$ cat src/rtl/serial_adder_pkg.sv
// Shared types and defaults for the bit-serial adder.
// Holds the controller state encoding and the default operand width.
package serial_adder_pkg;

  localparam int DEF_WIDTH = 8;

  typedef enum logic [1:0] {
    IDLE  = 2'd0,
    SHIFT = 2'd1,
    DONE  = 2'd2
  } state_t;

endpackage

$ cat src/rtl/serial_adder_fa.sv
// One-bit full-adder cell: S = A^B^Cin, C = majority(A,B,Cin).
// Purely combinational, zero latency, no flow control.
module serial_adder_fa (
  input  logic A,
  input  logic B,
  input  logic Cin,
  output logic S,
  output logic C
);

  assign S = A ^ B ^ Cin;
  assign C = (A & B) | (Cin & (A ^ B));

endmodule

$ cat src/rtl/serial_adder.sv
// Bit-serial WIDTH-bit adder {Cout,S} = A+B+Cin, LSB first; optional signed overflow V with SERIAL_ADDER_OVF_EN.
// Start accepted only in IDLE (never queued); busy WIDTH cycles, done pulse at cycle WIDTH+1.
module serial_adder
  import serial_adder_pkg::*;
#(
  parameter int WIDTH = DEF_WIDTH
) (
  input  logic             clk,
  input  logic             rst_n,
  input  logic             start,
  input  logic [WIDTH-1:0] A,
  input  logic [WIDTH-1:0] B,
  input  logic             Cin,
  output logic             busy,
  output logic             done,
  output logic [WIDTH-1:0] S,
  output logic             Cout
`ifdef SERIAL_ADDER_OVF_EN
  ,
  output logic             V
`endif
);

  localparam int CNT_W = $clog2(WIDTH + 1);
  localparam logic [CNT_W-1:0] LAST = CNT_W'(WIDTH - 1);

  state_t           state;
  logic [WIDTH-1:0] a_sh;
  logic [WIDTH-1:0] b_sh;
  logic             carry;
  logic [CNT_W-1:0] cnt;
  logic             sum;
  logic             cell_c;

  serial_adder_fa u_fa (
    .A   (a_sh[0]),
    .B   (b_sh[0]),
    .Cin (carry),
    .S   (sum),
    .C   (cell_c)
  );

  always_ff @(posedge clk or negedge rst_n) begin
    if (!rst_n) begin
      state <= IDLE;
      a_sh  <= '0;
      b_sh  <= '0;
      carry <= 1'b0;
      cnt   <= '0;
      busy  <= 1'b0;
      done  <= 1'b0;
      S     <= '0;
      Cout  <= 1'b0;
`ifdef SERIAL_ADDER_OVF_EN
      V     <= 1'b0;
`endif
    end else begin
      case (state)
        IDLE: begin
          if (start) begin
            a_sh  <= A;
            b_sh  <= B;
            carry <= Cin;
            cnt   <= '0;
            S     <= '0;
            busy  <= 1'b1;
            state <= SHIFT;
          end
        end
        SHIFT: begin
          a_sh  <= a_sh >> 1;
          b_sh  <= b_sh >> 1;
          S     <= {sum, S[WIDTH-1:1]};
          carry <= cell_c;
          cnt   <= cnt + CNT_W'(1);
          if (cnt == LAST) begin
            // Result lands together with done so it is valid for the whole DONE cycle.
            busy  <= 1'b0;
            done  <= 1'b1;
            Cout  <= cell_c;
`ifdef SERIAL_ADDER_OVF_EN
            V     <= carry ^ cell_c;
`endif
            state <= DONE;
          end
        end
        DONE: begin
          done  <= 1'b0;
          state <= IDLE;
        end
        default: begin
          busy  <= 1'b0;
          done  <= 1'b0;
          state <= IDLE;
        end
      endcase
    end
  end

endmodule

$ cat config.mk
export PLATFORM = sky130hd
export DESIGN_NAME = serial_adder
export DESIGN_NICKNAME = d
export VERILOG_FILES = /design/src/rtl/serial_adder_pkg.sv /design/src/rtl/serial_adder_fa.sv /design/src/rtl/serial_adder.sv
export SDC_FILE = /design/constraint.sdc
export NUM_CORES = 1
export LEC_CHECK = 0
export ABC_AREA = 1
export ABC_CLOCK_PERIOD_IN_PS = 1700
export BUFFER_PORTS_ARGS = -buffer_cell sky130_fd_sc_hd__buf_4
export CAP_MARGIN = 10
export CORE_MARGIN = 3
export CORE_UTILIZATION = 44
export DETAILED_ROUTE_END_ITERATION = 8
export PLACE_DENSITY_LB_ADDON = 0.12
export RECOVER_POWER = 50
export SLEW_MARGIN = 30
export SYNTH_ARGS = -nofsm -noshare
export SYNTH_HDL_FRONTEND = slang
export SYNTH_HIERARCHICAL = 1
export SYNTH_SLANG_ARGS = --single-unit
$ cat constraint.sdc
create_clock -name clk -period 1.7 [get_ports clk]
set_input_delay 0.34 -clock clk [delete_from_list [all_inputs] [get_ports clk]]
set_output_delay 0.34 -clock clk [all_outputs]
set_load 0.01 [all_outputs]
# == Word level (Yosys, flattened, before mapping) ==
# Index checks and enable logic that the tools add are counted.
# Widths: inputs -> output; s select.
# totals
inputBits,20
word_cells,47
output_inout_bits,11
regBits,34
# classes
reduce_logical,7
bitwise,7
mux,18
eq_ne,5
addsub,1
# op_table
op,n
$pmux 8 s2,3
$mux 8,3
$pmux 4 s2,1
$reduce_and 2->1,4
$add 4x1->4 const B,1
$eq 4x3->1 const B,1
$mux 1,4
$mux 2,2
$mux 4,1
$ne 2x2->1 const B,2
$pmux 1 s2,2
$pmux 2 s2,1
$pmux 1 s3,1
$reduce_and 3->1,1
$and 1x1->1,2
$eq 2x1->1 const B,1
$eq 2x2->1 const B,1
$logic_not 2->1,1
$not 1->1,2
$reduce_bool 2->1,1
$xor 1x1->1,2
$or 1x1->1,1

# == Depth between registers and ports, before layout ==
# logic_depth
depth_word,4
depth_mapped,6
depth_no_buf,6

# == Hierarchy ==
# The synthesis kept the hierarchy.
# modules_own_cells
module,area_per_inst_um2,instances,cells_each,seq_area_each_um2
serial_adder,1492.7,1,172,850.8
serial_adder_fa,20.0,1,1,0.0

# == Worst setup path before layout ==
# OpenSTA, ideal clock, no wires.
# synth_timing
path_kind,reg2reg
startpoint,register a_sh[0]
endpoint,register S[7]
setup_time_ns,0.083
required_ns,1.617
synth_period_minus_slack_ns,1.087
stages_incl_launch_ff,4
n_path_buf,0
t_arrival_ns,1.004
setup_slack_ns,0.613
cell_sequence,dfrtp_1 -> fa_1 -> nand2_1 -> o21ai_0
# synth_via
elab_chain_len,3
# synth_rtl
element,line_no,source
from (decl),serial_adder.sv:28,logic [WIDTH-1:0] a_sh;
from (signal assigned),serial_adder.sv:71,a_sh <= a_sh >> 1;
$xor 1x1->1 (2 in a row),serial_adder_fa.sv:11,assign S = A ^ B ^ Cin;
named net sum,serial_adder.sv:32,logic sum;
$pmux 8 s2,serial_adder.sv:58,case (state)
to (signal assigned),serial_adder.sv:73,"S <= {sum, S[WIDTH-1:1]};"
to (decl),serial_adder.sv:16,"output logic [WIDTH-1:0] S,"
# The timed path passes the listed nets, and every way through them passes these cells.
# A chain may end at the register's enable or synchronous reset.

# == Final worst setup path ==
# layout_timing
startpoint,register state[1]
endpoint,register S[7]
# layout_via
elab_chain_len,3
elab_cells_between_ends,6
classes_between,2 x eq/ne; 1 x mux; 3 x reduce/logical
# layout_rtl
element,line_no,source
from (decl),serial_adder.sv:27,state_t state;
from (signal assigned),serial_adder.sv:45,state <= IDLE;
from (signal assigned),serial_adder.sv:67,state <= SHIFT;
from (signal assigned),serial_adder.sv:84,state <= DONE;
$eq 2x1->1 / $logic_not 2->1 (equally long branches),serial_adder.sv:58,
$reduce_bool 2->1 (no source line) / $ne 2x2->1 (equally long branches),n/a,
$reduce_and 2->1 (no source line),n/a,
# Several ways; a longest one is shown, not always the timed one.

==> flow_summary.toml <==
[route]
wire_per_inst_microns = 12.5
ant_nets = 0
m1WireLength_mm = 1.40
drc = 0
num_vias = 1246
drt-initial-drc-count = 93
drtPass1Iterations = 4
drt_wl_total_mm = 3.10
top_layer_used = "met4"
dr_wl_met3_microns = 170
dr_wl_met2_mm = 1.49
viasPerCell = 5.00

[yosys]
postSynthCellCount = 173
synth_common_cells = "nand2_1 (61), nand3_1 (46), dfrtp_1 (34)"
synth_edf_count = 0
syn-cell-area_sq_um = 1510
synth_nets = 195
synth_area_leaders = "dfrtp_1 (56%), nand3_1 (15%), nand2_1 (15%)"
synth.most_common_cell = "nand2_1"
synth.avg_cell_area_sq_um = 8.74
ys_seq_area_share_pct = 56.2
synth_seq_cells = 34
synth_top_area_share_pct = 56.2
synthFlopType = "dfrtp_1"
yosysUniqueCellTypes = 17
yosysWarnings = 6
synth_area_leader_cell = "dfrtp_1"
async_flop_share_pct = 100

[critical_path]
critPathCaptureType = "flop"
max_stage_delay_ns = 0.41
critPathRequiredTime_ns = 1.95
crit_type = "reg -> reg"
crit_family = "simple AND/OR/NAND/NOR gates"
cp.arrival_ns = 1.55
path_cells = "inv_2 > nand2_2 > nand2_1 > o21ai_0"
cpMaxStageDelayCell = "dfrtp_1"
path_buf_inv = 1
worstPathMaxFanout = 27
cp-start-kind = "flop"

[floorplanning]
die_area_sq_um = 4180
die_w_microns = 64.6
num_rows = 20
core-area_sq_um = 3150
initial_core_util_pct = 48.0
fp.dieH_microns = 64.6
num_io_pins = 31

[cts]
path_clk_slew_ns = 0.10
cts_sinks = 34
cts_buffers = 5
cts_root_buf = "clkbuf_4"
clk_path_buf_depth = 2
post-cts-setup-buffers = 0
cts_max_level = 2
clock_latency_ns = 0.33
cts_tree = "done"
cts_hold_buf = 1
cts-resized-gates = 0

[timing]
slew_violations = 0
final-setup-viol-count = 0
finalClockSkew_ns = 0.00491
slew_headroom_pct = 45.2
hold_viol_final = 0
final.setup.tns_ns = 0
tightestPinTransition_ns = 0.822
max_freq_mhz = 773
rsz0062_at_grt = "no"
fin_crit_ns = 1.29
fin_crit_sh_pct = 76.1

[placement]
routabilityCongestion = 0.727
place_hpwl_mm = 2.04
numPortBuffers = 30
dp_cells = 240

[power]
power-per-cell-area_nw_per_um2 = 1700
ir_drop_v = 0.000773
leakage_nw = 0.970

[run]
maxCapViolations = 0

[min_path]
min_path_type = "in -> reg"

[global_routing]
grt_overflow = 0
antenna_found_initial = 0
track_usage_pct = 16.8
grt_pass1_wl_mm = 5.36
grt_pass1_vias = 1196
grt_start_max_net_pins = 35

[final_layout]
layout-drive-gt1-share_pct = 21.5
fin_cells = 249
final_nets = 226
n_antenna_cell = 0
area_growth_pct = 21.0

[run_status]
status = "finished clean"
[placed cells by master (no fill, tap or decap), types with 2 or more instances in the layout]
master    instances
o21ai_1           2
nor2_1            3
nand3_1          46
nand2_1          61
buf_4            28
dfrtp_1          34
o21ai_0           3
inv_1             6
inv_2             3
clkbuf_8          3
nand2_2           2
clkbuf_4          5
[layout make-up]
type                            count  area (sq um)
Timing Repair Buffer               32           249
Multi-Input combinational cell    122           563
Inverter                            9          33.8
Sequential cell                    34           851
Fill cell                         323          1320
Clock buffer                        8          78.8
Tap cell                           44          55.1
[kinds of logic after synthesis]
kind of cell | Yosys count | synth area share (%)
adders and majority gates | 2 | 2.15
DFF | 34 | 56.2
and+or+nand+nor | 114 | 33.1
AOI/OAI and AO/OA | 6 | 1.98
buffers and inverters | 17 | 6.53
[stage by stage]
step	util [%]	worst slack (ns)	total power, mW	hold WS, ns	cell area, sq um
2_1_floorplan	-	0.613	2.20	0.0444	1510
3_3_place_gp	55.4	0.469	2.56	0.307	1750
3_5_place_dp	55.4	0.427	2.61	0.312	1750
4_1_cts	58.3	0.406	3.17	0.182	1840
5_1_grt	58.1	0.235	3.39	0.179	1830
6_report	58.1	0.406	3.11	0.202	1830
[path summary, 6_finish.rpt]
path | from | to | slack [ns] | cells after the start
setup reg to reg | state[1]$_DFFE_PN0P_ | S[7]$_DFFE_PN0P_ | 0.41 | 4
hold reg to reg | Cout$_DFFE_PN0P_ | Cout$_DFFE_PN0P_ | 0.48 | 2
hold / removal | B[7] | b_sh[7]$_DFFE_PN0P_ | 0.20 | 3
setup / recovery | state[1]$_DFFE_PN0P_ | S[7]$_DFFE_PN0P_ | 0.41 | 4
min in group asynchronous | rst_n | cnt[1]$_DFFE_PN0P_ | 0.65 | 2
max in group asynchronous | rst_n | b_sh[3]$_DFFE_PN0P_ | 0.54 | 2
[worst min-delay path: stages]
cell     delay [ns]
buf_4          0.08
nand2_1        0.04
nand2_1        0.04
[power breakdown]
group / internal (mW) / total, mW / switching (mW)
Sequential: 1.14 / 1.38 / 0.235
Clock: 0.283 / 0.541 / 0.258
Combinational: 0.497 / 1.20 / 0.699
Total: 1.92 / 3.11 / 1.19
[layer usage]
layer  global-route usage, %  vias up
li1                        -      621
met1                    21.4      584
met2                    25.6       35
met3                    5.55        6
met4                    7.92        0
met5                       0        -
[state kept, by name (all words and copies together) (netlist names)]
name / cells
Cout: 1
S: 8
a_sh: 8
b_sh: 8
busy: 1
carry: 1
cnt: 4
done: 1
state: 2
(Power assumes the default switching activity.)
